==> config.mk <==
export PLATFORM = sky130hd
export DESIGN_NAME = ioctl_sdram_loader
export DESIGN_NICKNAME = d
export VERILOG_FILES = /design/src/rtl/ioctl_sdram_loader.sv
export SDC_FILE = /design/constraint.sdc
export NUM_CORES = 1
export LEC_CHECK = 0
export CORE_MARGIN = 1
export CORE_UTILIZATION = 30
export DETAILED_ROUTE_END_ITERATION = 12
export SETUP_SLACK_MARGIN = 0.15
export SLEW_MARGIN = 15
export SYNTH_ARGS = -nofsm -noshare
export SYNTH_HDL_FRONTEND = slang
export SYNTH_SLANG_ARGS = --single-unit
export TNS_END_PERCENT = 30
==> constraint.sdc <==
create_clock -name clk_sys -period 5.4 [get_ports clk_sys]
set_clock_uncertainty 0.1 [all_clocks]
set_input_delay 1.08 -clock clk_sys [delete_from_list [all_inputs] [get_ports clk_sys]]
set_output_delay 1.08 -clock clk_sys [all_outputs]
set_load 0.01 [all_outputs]
==> src/rtl/ioctl_sdram_loader.sv <==
// ioctl download responder: turns each qualifying 16-bit ioctl word into one SDRAM write request.
// Optional build macro: IOCTL_LOADER_BYTESWAP_EN swaps the two bytes of every stored word.
module ioctl_sdram_loader #(
    parameter int               ADDR_W     = 25,
    parameter logic [7:0]       LOAD_INDEX = 8'h00,
    parameter logic [ADDR_W-1:0] BASE_ADDR = '0
) (
    input  logic              clk_sys,
    input  logic              reset_n,
    input  logic              ioctl_download,
    input  logic [7:0]        ioctl_index,
    input  logic              ioctl_wr,
    input  logic [ADDR_W-1:0] ioctl_addr,
    input  logic [15:0]       ioctl_dout,
    output logic              ioctl_wait,
    output logic              mem_req,
    output logic [ADDR_W-1:0] mem_addr,
    output logic [15:0]       mem_din,
    input  logic              mem_ack,
    output logic              loading,
    output logic              done,
    output logic [23:0]       word_count,
    output logic              overrun
);

    typedef enum logic [1:0] {
        S_IDLE,
        S_LOAD,
        S_BUSY,
        S_FINISH
    } state_t;

    state_t state, state_nxt;

    logic              wait_nxt;
    logic              req_nxt;
    logic [ADDR_W-1:0] addr_nxt;
    logic [15:0]       din_nxt;
    logic              loading_nxt;
    logic              done_nxt;
    logic [23:0]       count_nxt;
    logic              overrun_nxt;

    logic              index_hit;
    logic              strobe;
    logic [ADDR_W-1:0] addr_sum;
    logic [ADDR_W-1:0] wr_addr;
    logic [15:0]       wr_data;

    assign index_hit = (ioctl_index == LOAD_INDEX);
    assign strobe    = ioctl_download & ioctl_wr & index_hit;

    // Sum wraps modulo 2^ADDR_W; bit 0 is forced low so every request is word aligned.
    assign addr_sum  = BASE_ADDR + ioctl_addr;
    assign wr_addr   = {addr_sum[ADDR_W-1:1], 1'b0};

`ifdef IOCTL_LOADER_BYTESWAP_EN
    assign wr_data = {ioctl_dout[7:0], ioctl_dout[15:8]};
`else
    assign wr_data = ioctl_dout;
`endif

    // NOTE: every variable gets its hold value before the case so no path leaves one unassigned (no latch).
    always_comb begin
        state_nxt   = state;
        wait_nxt    = ioctl_wait;
        req_nxt     = mem_req;
        addr_nxt    = mem_addr;
        din_nxt     = mem_din;
        count_nxt   = word_count;
        overrun_nxt = overrun;
        done_nxt    = 1'b0;

        unique case (state)
            S_IDLE: begin
                if (ioctl_download && index_hit) begin
                    state_nxt   = S_LOAD;
                    count_nxt   = '0;
                    overrun_nxt = 1'b0;
                end
            end

            S_LOAD: begin
                if (strobe) begin
                    state_nxt = S_BUSY;
                    addr_nxt  = wr_addr;
                    din_nxt   = wr_data;
                    req_nxt   = 1'b1;
                    wait_nxt  = 1'b1;
                end else if (!ioctl_download) begin
                    state_nxt = S_FINISH;
                    done_nxt  = 1'b1;
                end
            end

            S_BUSY: begin
                // A sender ignoring ioctl_wait loses its word; only the flag records it.
                if (strobe) begin
                    overrun_nxt = 1'b1;
                end
                if (mem_ack) begin
                    req_nxt  = 1'b0;
                    wait_nxt = 1'b0;
                    if (word_count != '1) begin
                        count_nxt = word_count + 24'd1;
                    end
                    if (ioctl_download) begin
                        state_nxt = S_LOAD;
                    end else begin
                        state_nxt = S_FINISH;
                        done_nxt  = 1'b1;
                    end
                end
            end

            S_FINISH: begin
                state_nxt = S_IDLE;
            end

            default: begin
                state_nxt = S_IDLE;
            end
        endcase

        loading_nxt = (state_nxt != S_IDLE);
    end

    // NOTE: state and outputs are registered with non-blocking assignments; reset clears every one,
    // so an abandoned request drops mem_req without waiting for an ack.
    always_ff @(posedge clk_sys) begin
        if (!reset_n) begin
            state      <= S_IDLE;
            ioctl_wait <= 1'b0;
            mem_req    <= 1'b0;
            mem_addr   <= '0;
            mem_din    <= '0;
            loading    <= 1'b0;
            done       <= 1'b0;
            word_count <= '0;
            overrun    <= 1'b0;
        end else begin
            state      <= state_nxt;
            ioctl_wait <= wait_nxt;
            mem_req    <= req_nxt;
            mem_addr   <= addr_nxt;
            mem_din    <= din_nxt;
            loading    <= loading_nxt;
            done       <= done_nxt;
            word_count <= count_nxt;
            overrun    <= overrun_nxt;
        end
    end

endmodule

Word-level counts from Yosys, hierarchy flattened
Index checks and enable logic that the tools add are counted.

storage, ports and cells
  bits in registers = 70
  input port bits = 54
  output and inout port bits = 70
  logic and storage cells = 49

operators by class
  $add $sub $neg = 1
  equal/unequal tests = 9
  muxes and demuxes = 19
  bitwise gates (word level) = 2
  reductions and logical operators = 10

operator list
  cell                                                                   count
  24-bit 2-to-1 mux                                                      3
  24-bit one-hot mux with 2 select lines                                 1
  24-bit by 1-bit adder with 24-bit output, second input constant        1
  24-bit != test, second input constant                                  1
  2-bit 2-to-1 mux                                                       5
  2-bit != test, second input constant                                   5
  8-bit logical NOT                                                      1
  2-bit one-hot mux with 4 select lines                                  1
  1-bit 2-to-1 mux                                                       6
  1-bit one-hot mux with 2 select lines                                  3
  3-bit AND reduction                                                    2
  2-bit nonzero test                                                     3
  2-bit equality test, second input constant                             2
  4-bit AND reduction                                                    1
  1-bit AND                                                              2
  2-bit by 1-bit equality test with 1-bit output, second input constant  1
  2-bit logical NOT                                                      1
  2-bit AND reduction                                                    1
  1-bit logical AND                                                      1

Logic depth before layout (Yosys ltp)
Gate-level depths: netlist of the first run.

  word-level depth = 5
  gate-level depth with buffers = 9
  mapped depth without buffers = 7

Worst setup path before layout of the first run
No wires, ideal clock.

  path type = input-to-reg
  from = input ioctl_index[5]
  to = register word_count[22]
  library setup time = 74 ps
  arrival time = 2425 ps
  data required time = 5226 ps
  path slack = 2801 ps
  stages on the path = 6
  path buffers = 1
  path through = nor4_4 -> a32o_1 -> o211ai_1 -> buf_2 -> or4_1 -> a31oi_1

on the way
  word-level cells in the longest chain between the ends = 4

ends and longest elaborated chain
  what                           RTL line  text
  from (decl)                    11        input logic [7:0] ioctl_index,
  8-bit logical NOT              50        assign index_hit = (ioctl_index == LOAD_INDEX);
  1-bit logical AND              76        if (ioctl_download && index_hit) begin
  2-bit != test (no line)        -
  4-bit AND reduction (no line)  -
  to (signal assigned)           149       word_count <= count_nxt;
  to (decl)                      22        output logic [23:0] word_count,

Every way passes these cells.
A chain may end at the register's enable or synchronous reset.

Worst setup path in the final report of the first run
  from = input ioctl_index[5]
  to = register word_count[4]

Same word-level chain as after synthesis.

==> impl_metrics.py, run 1 <==
metrics = {
    "outcome": {
        "status": "completed",
    },
    "finish": {
        "syn_to_final_growth_pct": 47.14,
        "final_net_count": 573,
        "insertedDiodeCount": 0,
        "fin_cells": 656,
        "drive_gt1_share_pct": 6.923,
        "final_common_cell": "clkdlybuf4s50_1",
        "fillers": 1003,
        "layout_common_cells": "clkdlybuf4s50_1, nand2_1, dfxtp_1",
    },
    "synthesis": {
        "dominantRegCellSynth": "dfxtp_1",
        "syn_area_mm2": 0.003259,
        "syn_inst": 409,
        "async_reset_ff_share_pct": 0,
        "yosysSeqAreaShare_pct": 42.99,
        "yosysWarnings": 0,
        "ys_types": 48,
        "synth_edf_count": 0,
        "synth_area_per_cell_um2": 7.969,
        "syn_nets": 467,
        "ys_ff_latch": 70,
    },
    "floorplan": {
        "ios": 124,
        "core_area_mm2": 0.01042,
        "initial_core_util_pct": 31.29,
        "row_count": 37,
        "die_h_um": 106.2,
        "die_w_um": 106.2,
        "dieArea_mm2": 0.01129,
    },
    "detailed_routing": {
        "highest_layer": "met4",
        "met2WireLength_um": 4995,
        "drt_iter0_drc": 229,
        "via_count": 3406,
        "drt-pass1-iter-count": 5,
        "route.detailed.drc": 0,
        "routed_wl_um": 10120,
        "drt-met1-wl_um": 4361,
        "viasPerCell": 5.192,
        "avgRoutedWirePerCell_um": 15.43,
        "routed-wl-met3_um": 665,
        "ant_nets": 0,
    },
    "place": {
        "place_congestion": 0.8586,
        "io_buffers": 121,
        "post-place-cells": 640,
        "dp_hpwl_um": 6768,
        "pre_cts_slack_ps": 1967,
    },
    "timing": {
        "tns_ps": 0,
        "hold_viol": 0,
        "finalMaxSlewViolations": 0,
        "rsz0062_at_grt": "no",
        "finalSetupViolCount": 0,
        "min_period_ps": 3104,
        "fin_crit_sh_pct": 57.49,
        "fmax_mhz": 322.1,
        "layout_setup_ws_ps": 2296,
        "slew_headroom_pct": 34.19,
        "tightest_slew_ps": 987.0,
    },
    "global_routing": {
        "grt_pass1_wl_um": 15990,
        "grt-ovfl-total": 0,
        "antenna_found_initial": 0,
        "grt_pass1_vias": 3154,
        "grt_max_degree": 42,
        "grtUsageTotal_pct": 17.86,
    },
    "clocking": {
        "cts_resized": 0,
        "cts-buffers-inserted": 9,
        "insertion_delay_ps": 350,
        "clkTransAtPathRegs_ps": 80,
        "htreeDepth": 3,
        "cts_hold_buf": 0,
        "cts-root-buf": "clkbuf_8",
        "clkSinkCount": 70,
        "clockBufferDepth": 2,
        "cts_setup_buffers": 0,
        "cts_tree": "built",
    },
    "job": {
        "maxCapViolCount": 0,
    },
    "pwr": {
        "p_per_area_mw_per_mm2": 245.1,
        "total_power_w": 0.001176,
        "leakage_nw": 1.595,
        "p_sw_w": 0.0002544,
        "intPower_w": 0.0009211,
        "swShare_pct": 21.64,
        "combPwrFrac_pct": 7.5,
        "p_seq_share_pct": 44.3,
        "p_clk_share_pct": 48.2,
        "ir_drop_mv": 0.1276,
    },
    "worst_setup_path": {
        "path_cells": "clkdlybuf4s50_1 > nor4_4 > a32o_1 > o211ai_1 > or4_1 > a21oi_1",
        "critPathArrivalTime_ps": 3280,
        "slowest_delay_ps": 590,
        "start_kind": "primary input",
        "path_buf_inv": 1,
        "worstPathMaxFanout": 11,
        "critical_path_class": "primary input to flip-flop",
        "cp.required_ps": 5580,
        "cpLargestDelayFamily": "simple AND/OR/NAND/NOR gates",
        "slowest_stage": "or4_1",
        "end_kind": "flip-flop",
    },
    "worst_hold_path": {
        "min-delay-path-class": "flip-flop to flip-flop",
    },
}
## flip-flops by register name, indices dropped and copies added (netlist names)
register and cells:
mem_addr 24, word_count 24, mem_din 16, state 2
done 1, loading 1, mem_req 1, overrun 1
## logic make-up (layout without fill, tap and decap cells)
family | Yosys count | after routing | share of synthesized area (%)
AO/OA/AOI/OAI | 114 | 114 | 21.04
adder cells (fa/ha/maj) | 4 | 4 | 1.536
buffers and inverters | 39 | 150 | 5.336
flip-flops | 70 | 70 | 42.99
other | 1 | 1 | 0.1151
AND/OR/NAND/NOR | 181 | 181 | 28.98
## power by group through the flow
stage          Combinational [W]  Sequential, W  Clock (W)
2_1_floorplan          0.0000370       0.000533          0
3_3_place_gp           0.0000871       0.000532          0
3_5_place_dp           0.0000881       0.000533          0
4_1_cts                0.0000885       0.000520   0.000581
5_1_grt                0.0000957       0.000521   0.000605
6_report               0.0000882       0.000520   0.000567
## Yosys cell counts (2+ instances only)
library cell  count  area [um2]
nand2_1         103       386.6
dfxtp_1          70        1401
a21oi_1          59       295.3
clkbuf_1         19       71.32
nand4_1          13       81.33
or4_1            11       82.58
o21ai_0          10       50.05
and3_1            9       56.30
nand3_1           9       45.04
o21ai_1           9       45.04
a31oi_1           8       50.05
inv_1             8       30.03
nor2_1            8       30.03
o211ai_1          8       60.06
buf_2             7       35.03
ha_1              4       50.05
nor3_1            4       20.02
buf_4             3       22.52
nor2b_1           3       18.77
nor4_4            3       63.81
o21a_1            3       22.52
o31ai_1           3       22.52
a21boi_0          2       15.01
a21o_1            2       15.01
a41oi_2           2       32.53
and4_1            2       17.52
nand3_2           2       20.02
nand4_2           2       25.02
nand4b_1          2       17.52
nor4bb_1          2       20.02
or3_1             2       12.51
## layout make-up
type | count | area, um2 | area share, %
Clock buffer | 10 | 127.6 | 2.661
Timing Repair Buffer | 126 | 1249 | 26.04
Inverter | 8 | 30.03 | 0.6261
Tap cell | 136 | 170.2 | 3.548
Multi-Input combinational cell | 300 | 1684 | 35.12
Sequential cell | 70 | 1401 | 29.22
Clock inverter | 6 | 133.9 | 2.792
## metal layers
metal	track usage, %	vias up
met5	0	-
met4	6.052	0
met3	4.660	6
met2	28.85	117
met1	22.94	1613
li1	-	1670
## worst register-to-register path: stages, from the launching register on
cell     delay [ps]
dfxtp_1         520
ha_1            370
nand3_1         210
or4_4           550
o21ai_2         800
o21ai_0         240
a21oi_1         150
## through the flow
| step | area, um2 | util [%] | hold WS, ps |
|---|---|---|---|
| after global placement | 4534 | 43.53 | 337.9 |
| after floorplan | 3259 | - | 376.1 |
| final | 4796 | 46.04 | 350.3 |
| after global routing | 4796 | 46.04 | 366.6 |
| after detailed placement | 4534 | 43.53 | 342.9 |
| after CTS | 4796 | 46.04 | 353.5 |
## path summary, 6_finish.rpt
kind | endpoint | slack [ps] | startpoint | depth (start not counted)
hold reg to reg | mem_addr[23] | 350 | mem_addr[23] | 2
setup reg to reg | word_count[19] | 2390 | word_count[0] | 6
setup / recovery | word_count[4] | 2300 | ioctl_index[5] | 6
hold / removal | mem_addr[23] | 350 | mem_addr[23] | 2
Power figures use the tool's default switching activity.
==> run 2: changes to the inputs <==
==> constraint.sdc (replaced) <==
create_clock -name clk_sys -period 2.65 [get_ports clk_sys]
set_clock_uncertainty 0.1 [all_clocks]
set_input_delay 0.53 -clock clk_sys [delete_from_list [all_inputs] [get_ports clk_sys]]
set_output_delay 0.53 -clock clk_sys [all_outputs]
set_load 0.01 [all_outputs]
==> run 2 against run 1 <==
Via count shrank 0.50%; cell count grew 2.4%; combinational power grew 120%; power grew 100%.
==> impl_metrics.py, run 2 (synthesis results as in run 1) <==
metrics = {
    "outcome": {
        "status": "completed",
    },
    "worst_setup_path": {
        "r2r_setup_slack_ps": 290,
        "critical_path_class": "primary input to flip-flop",
        "r2r-end": "word_count[4]",
        "critPathArrivalTime_ps": 2550,
        "rr_worst_depth": 8,
        "end_kind": "flip-flop",
        "worst_r2r_startpoint": "state[1]",
        "cp.required_ps": 2830,
        "worstPathMaxFanout": 11,
        "start_kind": "primary input",
    },
    "clocking": {
        "cts-root-buf": "clkbuf_8",
        "clockBufferDepth": 2,
        "cts_tree": "built",
        "clkSinkCount": 70,
        "htreeDepth": 3,
        "clkTransAtPathRegs_ps": 90,
        "cts-buffers-inserted": 9,
        "insertion_delay_ps": 350,
    },
    "global_routing": {
        "grt_pass1_wl_um": 16030,
        "grt-ovfl-total": 0,
        "grt_pass1_vias": 3137,
        "antenna_found_initial": 0,
        "grtUsageTotal_pct": 18.03,
        "grt_max_degree": 42,
    },
    "finish": {
        "layout_common_cells": "clkdlybuf4s50_1, nand2_1, dfxtp_1",
        "biggestRegsByFlops": "mem_addr x24, word_count x24, mem_din x16",
        "insertedDiodeCount": 0,
        "final_net_count": 589,
        "stdcell_area_mm2": 0.004925,
        "drive_gt1_share_pct": 10.07,
        "final_common_cell": "clkdlybuf4s50_1",
        "syn_to_final_growth_pct": 51.09,
        "finalCoreUtilization_pct": 47.28,
    },
    "detailed_routing": {
        "viasPerCell": 5.043,
        "ant_nets": 0,
        "avgRoutedWirePerCell_um": 15.04,
        "drt_iter0_drc": 251,
        "routed_wl_um": 10110,
        "drt-pass1-iter-count": 4,
        "via_count": 3389,
        "route.detailed.drc": 0,
    },
    "timing": {
        "fmax_mhz": 421.9,
        "hold_viol": 0,
        "finalSetupViolCount": 0,
        "min_period_ps": 2370,
        "fin_crit_sh_pct": 89.45,
        "tns_ps": 0,
        "finalMaxSlewViolations": 0,
        "rsz0062_at_grt": "no",
    },
    "floorplan": {
        "ios": 124,
        "dieArea_mm2": 0.01129,
        "die_w_um": 106.2,
        "row_count": 37,
        "initial_core_util_pct": 31.29,
        "die_h_um": 106.2,
        "core_area_mm2": 0.01042,
    },
    "place": {
        "io_buffers": 121,
        "postPlaceCellArea_mm2": 0.004667,
        "dp_hpwl_um": 6988,
        "place_congestion": 0.8452,
    },
    "pwr": {
        "leakage_nw": 1.675,
        "p_per_area_mw_per_mm2": 480.3,
        "ir_drop_mv": 0.2274,
    },
    "worst_hold_path": {
        "worstHoldPathCells": 2,
        "hold-path-endpoint": "mem_addr[8]",
        "worstHoldStart": "mem_addr[8]",
        "min-delay-path-class": "flip-flop to flip-flop",
    },
    "job": {
        "maxCapViolCount": 0,
    },
}
[run 2: cell count changes in the layout (fill, tap and decap cells not counted), sizes merged]
cell / change
buf: +16
inv: +3
bufinv: -1
clkbuf: -1
clkinv: -1
[run 2: power by group]
| group | internal, W | switching [W] | leakage, nW |
|---|---|---|---|
| combinational | 0.000111 | 0.0000826 | 0.985 |
| clock | 0.000640 | 0.000471 | 0.126 |
| sequential | 0.00106 | 0.00000418 | 0.564 |
[run 2: what timing repair did]
item,in CTS,in global routing
setup endpoints to repair,0,1
gates resized for setup,0,1
hold buffers,0,0
setup buffers,0,0
[run 2: cell type report]
type	instances	area (um2)
flip-flops and latches	70	1401
inverters	8	30.03
well taps	136	170.2
multi-input cells	300	1690
repair buffers	142	1381
clock buffers	9	123.9
fillers	1031	5492
clock inverters	7	127.6
[run 2: worst max-delay path, stage by stage]
cell	delay (ps)
clkdlybuf4s50_1	440
nor4_4	390
a32o_1	280
o211ai_1	110
buf_4	190
or4_1	460
a21oi_1	150
[run 2: worst max-delay path by stage]
stage	depth (start not counted)	slack, ps	startpoint	end
3_3_place_gp	7	-50	ioctl_index[5]	word_count[4]
4_1_cts	8	290	state[1]	word_count[4]
3_5_place_dp	7	-80	ioctl_index[5]	word_count[4]
6_report	7	280	ioctl_index[5]	word_count[4]
2_1_floorplan	7	390	word_count[0]	word_count[15]
5_1_grt	8	160	state[0]	word_count[22]
[run 2: metrics by stage]
stage                     total power, W  hold slack [ps]  setup WS (ps)  std cells
after global placement          0.001274            336.7         -47.73        656
after detailed placement        0.001276            342.9         -79.06        656
final                           0.002365            352.9          279.6        672
after global routing            0.002456            369.0          159.9        672
after floorplan                 0.001161            376.1          389.6        409
after CTS                       0.002397            355.6          291.5        672
[run 2: metal layers]
metal / global-route usage [%] / wire (um) / vias to the layer above
li1: - / - / 1691
met1: 23.93 / 4505 / 1585
met2: 28.01 / 4876 / 99
met3: 3.372 / 551 / 14
met4: 8.631 / 173 / 0
met5: 0 / 0 / -
